<file path="src/rtl/axilite_master.sv">
// rtl/axilite_master.sv - AXI4-Lite initiator bridging req/ack commands to independent write and read engines.
// Optional response watchdog enabled by defining AXILITE_MASTER_TIMEOUT_EN.
module axilite_master #(
  parameter int ADDR_W    = 32,
  parameter int DATA_W    = 64,
  parameter int TIMEOUT_W = 8
) (
  input  logic                  aclk,
  input  logic                  areset,

  input  logic                  usr_w_req,
  input  logic [ADDR_W-1:0]     usr_w_addr,
  input  logic [DATA_W-1:0]     usr_w_data,
  input  logic [DATA_W/8-1:0]   usr_w_strb,
  output logic                  usr_w_ack,
  output logic [1:0]            usr_w_resp,

  input  logic                  usr_r_req,
  input  logic [ADDR_W-1:0]     usr_r_addr,
  output logic                  usr_r_ack,
  output logic [DATA_W-1:0]     usr_r_data,
  output logic [1:0]            usr_r_resp,

  output logic [ADDR_W-1:0]     m_axi_awaddr,
  output logic                  m_axi_awvalid,
  input  logic                  m_axi_awready,
  output logic [DATA_W-1:0]     m_axi_wdata,
  output logic [DATA_W/8-1:0]   m_axi_wstrb,
  output logic                  m_axi_wvalid,
  input  logic                  m_axi_wready,
  input  logic [1:0]            m_axi_bresp,
  input  logic                  m_axi_bvalid,
  output logic                  m_axi_bready,

  output logic [ADDR_W-1:0]     m_axi_araddr,
  output logic                  m_axi_arvalid,
  input  logic                  m_axi_arready,
  input  logic [DATA_W-1:0]     m_axi_rdata,
  input  logic [1:0]            m_axi_rresp,
  input  logic                  m_axi_rvalid,
  output logic                  m_axi_rready
);

  localparam int STRB_W = DATA_W / 8;

  if ((DATA_W % 8) != 0 || TIMEOUT_W < 1) begin : g_bad_param
    $error("axilite_master: DATA_W must be a multiple of 8 and TIMEOUT_W at least 1");
  end

  typedef enum logic [1:0] {W_IDLE, W_SEND, W_RESP} w_state_e;
  typedef enum logic [1:0] {R_IDLE, R_ADDR, R_DATA} r_state_e;

  // ---------------- write engine state ----------------
  w_state_e              w_state_q, w_state_d;
  logic                  awvalid_q, awvalid_d;
  logic                  wvalid_q, wvalid_d;
  logic                  bready_q, bready_d;
  logic [ADDR_W-1:0]     awaddr_q, awaddr_d;
  logic [DATA_W-1:0]     wdata_q, wdata_d;
  logic [STRB_W-1:0]     wstrb_q, wstrb_d;
  logic                  w_ack_q, w_ack_d;
  logic [1:0]            w_resp_q, w_resp_d;

  // ---------------- read engine state ----------------
  r_state_e              r_state_q, r_state_d;
  logic                  arvalid_q, arvalid_d;
  logic                  rready_q, rready_d;
  logic [ADDR_W-1:0]     araddr_q, araddr_d;
  logic                  r_ack_q, r_ack_d;
  logic [DATA_W-1:0]     r_data_q, r_data_d;
  logic [1:0]            r_resp_q, r_resp_d;

`ifdef AXILITE_MASTER_TIMEOUT_EN
  logic [TIMEOUT_W-1:0]  w_cnt_q, w_cnt_d;
  logic [TIMEOUT_W-1:0]  r_cnt_q, r_cnt_d;
`endif

  // Write engine: AW and W valids retire independently; B is awaited only after both.
  always_comb begin
    w_state_d = w_state_q;
    awvalid_d = awvalid_q;
    wvalid_d  = wvalid_q;
    bready_d  = bready_q;
    awaddr_d  = awaddr_q;
    wdata_d   = wdata_q;
    wstrb_d   = wstrb_q;
    w_ack_d   = 1'b0;
    w_resp_d  = w_resp_q;
`ifdef AXILITE_MASTER_TIMEOUT_EN
    w_cnt_d   = w_cnt_q;
`endif
    case (w_state_q)
      W_IDLE: begin
        if (usr_w_req && !w_ack_q) begin
          awaddr_d  = usr_w_addr;
          wdata_d   = usr_w_data;
          wstrb_d   = usr_w_strb;
          awvalid_d = 1'b1;
          wvalid_d  = 1'b1;
          w_state_d = W_SEND;
`ifdef AXILITE_MASTER_TIMEOUT_EN
          w_cnt_d   = '0;
`endif
        end
      end
      W_SEND: begin
        awvalid_d = awvalid_q & ~m_axi_awready;
        wvalid_d  = wvalid_q & ~m_axi_wready;
        if (!awvalid_d && !wvalid_d) begin
          bready_d  = 1'b1;
          w_state_d = W_RESP;
        end
      end
      W_RESP: begin
        if (m_axi_bvalid) begin
          w_resp_d  = m_axi_bresp;
          bready_d  = 1'b0;
          w_ack_d   = 1'b1;
          w_state_d = W_IDLE;
        end
      end
      default: begin
        awvalid_d = 1'b0;
        wvalid_d  = 1'b0;
        bready_d  = 1'b0;
        w_state_d = W_IDLE;
      end
    endcase
`ifdef AXILITE_MASTER_TIMEOUT_EN
    if (w_state_q != W_IDLE) begin
      w_cnt_d = w_cnt_q + TIMEOUT_W'(1);
      // A real response arriving in the expiry cycle still wins over the watchdog.
      if ((w_cnt_q == {TIMEOUT_W{1'b1}}) && !w_ack_d) begin
        awvalid_d = 1'b0;
        wvalid_d  = 1'b0;
        bready_d  = 1'b0;
        w_ack_d   = 1'b1;
        w_resp_d  = 2'b11;
        w_state_d = W_IDLE;
      end
    end
`endif
  end

  // Read engine: AR handshake, then wait for a single R beat.
  always_comb begin
    r_state_d = r_state_q;
    arvalid_d = arvalid_q;
    rready_d  = rready_q;
    araddr_d  = araddr_q;
    r_ack_d   = 1'b0;
    r_data_d  = r_data_q;
    r_resp_d  = r_resp_q;
`ifdef AXILITE_MASTER_TIMEOUT_EN
    r_cnt_d   = r_cnt_q;
`endif
    case (r_state_q)
      R_IDLE: begin
        if (usr_r_req && !r_ack_q) begin
          araddr_d  = usr_r_addr;
          arvalid_d = 1'b1;
          r_state_d = R_ADDR;
`ifdef AXILITE_MASTER_TIMEOUT_EN
          r_cnt_d   = '0;
`endif
        end
      end
      R_ADDR: begin
        if (m_axi_arready) begin
          arvalid_d = 1'b0;
          rready_d  = 1'b1;
          r_state_d = R_DATA;
        end
      end
      R_DATA: begin
        if (m_axi_rvalid) begin
          r_data_d  = m_axi_rdata;
          r_resp_d  = m_axi_rresp;
          rready_d  = 1'b0;
          r_ack_d   = 1'b1;
          r_state_d = R_IDLE;
        end
      end
      default: begin
        arvalid_d = 1'b0;
        rready_d  = 1'b0;
        r_state_d = R_IDLE;
      end
    endcase
`ifdef AXILITE_MASTER_TIMEOUT_EN
    if (r_state_q != R_IDLE) begin
      r_cnt_d = r_cnt_q + TIMEOUT_W'(1);
      if ((r_cnt_q == {TIMEOUT_W{1'b1}}) && !r_ack_d) begin
        arvalid_d = 1'b0;
        rready_d  = 1'b0;
        r_ack_d   = 1'b1;
        r_data_d  = '0;
        r_resp_d  = 2'b11;
        r_state_d = R_IDLE;
      end
    end
`endif
  end

  always_ff @(posedge aclk) begin
    if (areset) begin
      w_state_q <= W_IDLE;
      awvalid_q <= 1'b0;
      wvalid_q  <= 1'b0;
      bready_q  <= 1'b0;
      awaddr_q  <= '0;
      wdata_q   <= '0;
      wstrb_q   <= '0;
      w_ack_q   <= 1'b0;
      w_resp_q  <= 2'b00;
      r_state_q <= R_IDLE;
      arvalid_q <= 1'b0;
      rready_q  <= 1'b0;
      araddr_q  <= '0;
      r_ack_q   <= 1'b0;
      r_data_q  <= '0;
      r_resp_q  <= 2'b00;
`ifdef AXILITE_MASTER_TIMEOUT_EN
      w_cnt_q   <= '0;
      r_cnt_q   <= '0;
`endif
    end else begin
      w_state_q <= w_state_d;
      awvalid_q <= awvalid_d;
      wvalid_q  <= wvalid_d;
      bready_q  <= bready_d;
      awaddr_q  <= awaddr_d;
      wdata_q   <= wdata_d;
      wstrb_q   <= wstrb_d;
      w_ack_q   <= w_ack_d;
      w_resp_q  <= w_resp_d;
      r_state_q <= r_state_d;
      arvalid_q <= arvalid_d;
      rready_q  <= rready_d;
      araddr_q  <= araddr_d;
      r_ack_q   <= r_ack_d;
      r_data_q  <= r_data_d;
      r_resp_q  <= r_resp_d;
`ifdef AXILITE_MASTER_TIMEOUT_EN
      w_cnt_q   <= w_cnt_d;
      r_cnt_q   <= r_cnt_d;
`endif
    end
  end

  assign m_axi_awaddr  = awaddr_q;
  assign m_axi_awvalid = awvalid_q;
  assign m_axi_wdata   = wdata_q;
  assign m_axi_wstrb   = wstrb_q;
  assign m_axi_wvalid  = wvalid_q;
  assign m_axi_bready  = bready_q;
  assign m_axi_araddr  = araddr_q;
  assign m_axi_arvalid = arvalid_q;
  assign m_axi_rready  = rready_q;
  assign usr_w_ack     = w_ack_q;
  assign usr_w_resp    = w_resp_q;
  assign usr_r_ack     = r_ack_q;
  assign usr_r_data    = r_data_q;
  assign usr_r_resp    = r_resp_q;

endmodule

</file>
<file path="config.mk">
export PLATFORM = sky130hd
export DESIGN_NAME = axilite_master
export DESIGN_NICKNAME = d
export VERILOG_FILES = /design/src/rtl/axilite_master.sv
export SDC_FILE = /design/constraint.sdc
export NUM_CORES = 1
export LEC_CHECK = 0
export BUFFER_PORTS_ARGS = -buffer_cell sky130_fd_sc_hd__buf_4
export CAP_MARGIN = 40
export CELL_PAD_IN_SITES_DETAIL_PLACEMENT = 0
export CELL_PAD_IN_SITES_GLOBAL_PLACEMENT = 2
export CORE_MARGIN = 2
export CORE_UTILIZATION = 25
export DETAILED_ROUTE_END_ITERATION = 12
export PLACE_DENSITY = 0.91
export SLEW_MARGIN = 20
export SYNTH_ARGS = -nofsm -noshare
export SYNTH_HDL_FRONTEND = slang
export SYNTH_SLANG_ARGS = --single-unit
</file>
<file path="constraint.sdc">
create_clock -name aclk -period 4.2 [get_ports aclk]
set_input_delay 0.84 -clock aclk [delete_from_list [all_inputs] [get_ports aclk]]
set_output_delay 0.84 -clock aclk [all_outputs]
set_load 0.03 [all_outputs]
</file>
==> results.md, run 1 <==
- Status: complete, no violations
- Pre-CTS WS: 1.90 ns
- Int Power: 3.85 mW
- NumNets Final: 1,535
- Hpwl dp: 18,400 um
- Setup ws final: 2.25 ns
- P&R area growth vs syn: 57.4%
- CP delay by family, top: flip-flops
- Longest Clk Path Bufs: 3
- Input/output buffers: 423
- Buf+Inv Stages, Crit Path: 1
- CTS tree: done
- Ranking of synthesized cells by area: dfxtp_1, nand2_1, a21oi_1
- Worst Max-Slew Pin Slew: 0.741 ns
- Slew headroom: 50.6%
- Max frequency: 514 MHz
- Final Instance Area: 11,800 um2
- Pleak: 5.16 nW
- Die Footprint: 31,300 um2
- Hold buffers post-CTS: 0
- Distinct cells, synth: 22
- Final Setup Violations: 0
- Netlist area before placement: 7480 um2
- I/O pins: 424
- Clk pwr share: 41.4%
- Comb pwr share: 16.5%
- Die Width: 177 um
- Max IR drop VDD: 0.263 mV
- Vias in the first global route: 7,095
- Total grt overflow: 0
- Max-capacitance violation count: 0
- Crit-path cells: buf_4
- Iter 0 DRT Violations: 352
- Fin Clk Skew: 0.00663 ns
- Pwr dens: 446 nW/um2
- Switching Fraction: 26.8%
- Post-CTS Repair Setup Buffers: 0
- Crit path max fanout: 2
- Final Hold Violating Endpoints: 0
- H-tree levels: 1
- Worst path max stage delay: 0.40 ns
- Num rows: 63
- First-pass GRT wire length: 38,700 um
- Period Utilization, post-route: 46.3%
- FILL cells: 3,103
- Unrepaired setup endpoints after global routing: false
- Final WL: 25,900 um
- Avg WL per Cell: 15.0 um
- WS Path Type: reg -> out
- Area leader, netlist: dfxtp_1
- Post-cts sizing count: 0
- GR Util All Layers: 15.4%
- Synthesized netlist cell count: 933
- Antenna viol nets, final: 0
- Synth top area share: 57.5%
- Setup TNS Final: 0 ns
- Yosys reg bits: 215
- Initial Util: 25.3%
- Crit end category: primary output
- DP Area: 11,000 um2
- ANT cells: 0
- DR vias: 7,490
- Synth Area per Inst: 8.02 um2
- Net Switching: 1.41 mW
- Worst skew pair latency: 0.51 ns
- Yosys warns: 0
- Clock Pin Slew Worst Setup and Hold Paths: 0.06 ns
- Startpoint types: flip-flop
- Post-route DRC: 0
- Sequential power share: 42.1%
- Core box area: 29,600 um2
- WP data arrival: 1.11 ns
- RD Place Congestion: 0.749
- Largest net degree at the start of global routing: 104
- Slew Limit Fails: 0
- Seq/Total Area, Yosys: 57.5%
- Post-synth net total: 1,146
- DR vias/cell: 4.34
- Clock root buffer: clkbuf_16
- Clock sinks: 215
- Critical Path RT: 3.36 ns
- Layout cells sized above 1: 35.8%
- Die height: 177 um
- Power Total: 5.26 mW
- Commonest non-fill, non-tap cells in the layout: buf_4, nand2_1, dfxtp_1
- Min Tclk post-route: 1.95 ns
- Max stage delay cell, worst path: dfxtp_1
- CTS Buf Count: 25
- Leading cell type in the layout, fill and taps excluded: buf_4
- Initial antenna violation count: 0
- DRT Pass-1 Iters: 4
- Hold WC Path Type: reg -> reg
- Final hold slack: 0.453 ns
[final cells by class]
class                      instances  area [um2]  area share (%)
sequential                       215        4300            36.5
timing repair buffer             433        3350            28.4
multi-input combinational        645        2820            23.9
clock buffer                      36         707            6.00
tap                              390         488            4.14
clock inverter                     6         108           0.913
inverter                           2        7.51          0.0637
[through the flow]
step	utilization (%)	std cells
2_1_floorplan	-	933
3_3_place_gp	36.8	1681
3_5_place_dp	37.1	1685
4_1_cts	39.9	1727
5_1_grt	39.9	1727
6_report	39.9	1727
[sequential cells by signal, summed over array words and instances, names as in the netlist]
signal,flops
m_axi_arvalid,1
usr_r_data,64
usr_w_resp,2
r_state_q,2
usr_r_ack,1
m_axi_wvalid,1
m_axi_rready,1
m_axi_awvalid,1
usr_w_ack,1
m_axi_wstrb,8
usr_r_resp,2
m_axi_araddr,32
m_axi_awaddr,32
m_axi_wdata,64
w_state_q,2
m_axi_bready,1
[logic make-up (layout without fill, tap and decap cells)]
logic type	count (synthesis)	in the layout	share of synthesized area (%)
DFF	215	215	57.5
buffers and inverters	73	477	4.93
muxes	2	2	0.268
AOI/OAI and AO/OA	217	217	14.7
and+or+nand+nor	426	426	22.6
[synth_stat cells]
cell / number
a21oi_1: 208
and3b_1: 1
buf_2: 16
buf_4: 4
buf_6: 8
clkbuf_1: 43
dfxtp_1: 215
inv_1: 2
mux2i_1: 2
nand2_1: 405
nand3b_1: 4
nor2_1: 7
nor3b_1: 1
nor4b_2: 1
nor4b_4: 1
o21ai_0: 7
o22ai_1: 1
o2bb2ai_2: 1
or3b_2: 3
or4b_1: 1
or4b_2: 1
or4b_4: 1
[layer usage]
layer	global-route usage [%]	share of wire [%]
met1	18.3	39
met4	5.13	2.9
met2	27.2	51
met3	3.46	6.9
met5	0	0
[power by group through the flow]
stage	logic, mW	registers (mW)	clock network (mW)
after floorplan	0.267	2.47	0
after global placement	0.864	2.26	0
after detailed placement	0.878	2.26	0
after CTS	0.879	2.22	2.27
after global routing	0.936	2.23	2.34
final	0.866	2.22	2.18
[worst paths after layout]
| kind | start | to | slack (ns) | cells after the start |
|---|---|---|---|---|
| min | m_axi_wdata[33] | m_axi_wdata[33] | 0.45 | 2 |
| max reg2reg | w_state_q[1] | m_axi_wdata[5] | 2.30 | 4 |
| max | usr_r_data[15] | usr_r_data[15] | 2.25 | 1 |
| min reg2reg | m_axi_wdata[33] | m_axi_wdata[33] | 0.45 | 2 |
No activity file was read; power rests on OpenSTA's default activity.
==> run 2: changes to the inputs <==
- CORE_UTILIZATION: 25 -> 23
- PLACE_DENSITY: 0.91 -> 0.85
- clock period: 4.2 -> 1.9 ns (I/O delays scaled with it)
==> run 2 against run 1 <==
Sequential cell count stayed put; global-route usage is 1.1 points lower; critical path depth is 3 higher; die area is 8.5% higher; via count hardly changed; utilization is 2.8 points lower; clock power is 130% higher; critical path type is now reg -> reg.
==> results.md, run 2 (synthesis gave the netlist of run 1 again) <==
- Status: complete, no violations
- Vias in the first global route: 6,997
- FILL cells: 3,460
- Avg WL per Cell: 14.6 um
- I/O pins: 424
- Initial Util: 23.2%
- Cells on worst reg2reg path: 4
- Leading cell type in the layout, fill and taps excluded: buf_4
- Final Hold Violating Endpoints: 0
- Core box area: 32,300 um2
- Num rows: 66
- Final Setup Violations: 0
- Worst path max stage delay: 0.60 ns
- Multi-input logic area: 2820 um2
- Worst reg2reg endpoint: m_axi_wdata[7]
- Post-cts sizing count: 0
- Max IR drop VDD: 0.598 mV
- WS Path Type: reg -> reg
- RD Place Congestion: 0.749
- Input/output buffers: 423
- Post-route DRC: 0
- Startpoint types: flip-flop
- NumNets Final: 1,540
- Pwr dens: 994 nW/um2
- Layout cells sized above 1: 36.0%
- Clock sinks: 215
- Iter 0 DRT Violations: 353
- Crit Reg-Reg Startpoint: w_state_q[1]
- Clock root buffer: clkbuf_16
- Worst skew pair latency: 0.53 ns
- Crit-path cells: or4b_4, buf_12, nand2_1, a21oi_1
- DR vias/cell: 4.19
- DR vias: 7,493
- ANT cells: 0
- FF/Latch Area: 4300 um2
- Die height: 184 um
- Min Tclk post-route: 1.54 ns
- Pleak: 5.22 nW
- P&R area growth vs syn: 59.7%
- Setup TNS Final: 0 ns
- Worst Max-Slew Pin Slew: 0.540 ns
- Hpwl dp: 18,100 um
- Slew headroom: 64.0%
- Max-capacitance violation count: 0
- Die Footprint: 34,000 um2
- Unrepaired setup endpoints after global routing: false
- Hold worst-path end: usr_w_resp[1]
- GR Util All Layers: 14.3%
- Reg2Reg Setup Slack: 0.36 ns
- WP data arrival: 1.93 ns
- CTS Buf Count: 26
- Clock Pin Slew Worst Setup and Hold Paths: 0.06 ns
- Antenna viol nets, final: 0
- Die Width: 184 um
- Initial antenna violation count: 0
- Hold buffers post-CTS: 0
- Crit path max fanout: 61
- Max frequency: 650 MHz
- H-tree levels: 1
- Final hold slack: 0.0853 ns
- Crit end category: flip-flop
- CTS tree: done
- Post-CTS Repair Setup Buffers: 0
- Cell count of the worst hold path: 3
- Period Utilization, post-route: 81.0%
- Fin Clk Skew: 0.0144 ns
- Largest net degree at the start of global routing: 67
- Longest Clk Path Bufs: 3
- DRT Pass-1 Iters: 4
- Total grt overflow: 0
- First-pass GRT wire length: 38,900 um
- Final WL: 26,100 um
- Critical Path RT: 2.29 ns
- Commonest non-fill, non-tap cells in the layout: buf_4, nand2_1, dfxtp_1
- Slew Limit Fails: 0
- Max stage delay cell, worst path: or4b_4
- Hold WC Path Type: in -> reg
- HP Start: m_axi_bresp[1]
run 2: cell types whose count changed in the layout (fill, tap and decap cells not counted), moves of 2 or more:
cell       previous run  this run
buf_12                2         9
clkbuf_1              7         9
clkbuf_16            25        27
clkbuf_8              4         6
buf_16                3         0
run 2: power breakdown:
| group | leakage (nW) | switching, mW | internal [mW] |
|---|---|---|---|
| registers | 1.76 | 0.140 | 4.76 |
| clock network | 0.426 | 1.93 | 3.10 |
| logic | 3.04 | 1.14 | 0.809 |
run 2: worst max-delay path, delay by kind of cell (launching register included):
family | cells | cell delay, ns
AOI/OAI and AO/OA | 1 | 0.06
buffers and inverters | 1 | 0.22
DFF | 1 | 0.39
and+or+nand+nor | 2 | 0.70
run 2: cell type report:
cell class | count | share of cell area, %
flip-flops and latches | 215 | 36.0
repair buffers | 437 | 28.4
multi-input cells | 645 | 23.6
clock buffers | 42 | 6.63
well taps | 442 | 4.63
clock inverters | 5 | 0.628
inverters | 2 | 0.0628
run 2: layer usage:
layer / global-route usage, % / wire [um]
met1: 17.5 / 10700
met2: 24.3 / 12600
met3: 3.52 / 1840
met4: 4.96 / 855
met5: 0 / 0
run 2: metrics by stage:
step	setup WS (ns)	total power [mW]	util, %	cell area (um2)	cells
CTS	0.350	12.1	37.0	11900	1788
global route	0.276	12.4	37.0	11900	1788
global placement	0.390	6.96	34.3	11100	1741
finish	0.361	11.9	37.0	11900	1788
detailed placement	0.372	6.98	34.3	11100	1741
floorplan	0.331	6.05	-	7480	933
run 2: worst max path at each step:
stage	to	start	cells after the start	slack, ns
after CTS	usr_r_ack	usr_r_ack	1	0.35
after global routing	m_axi_araddr[11]	r_state_q[0]	4	0.28
after floorplan	m_axi_wdata[34]	usr_w_ack	6	0.33
after detailed placement	m_axi_wdata[23]	w_state_q[1]	4	0.37
after global placement	m_axi_wdata[10]	w_state_q[1]	4	0.39
final	m_axi_wdata[7]	w_state_q[1]	4	0.36
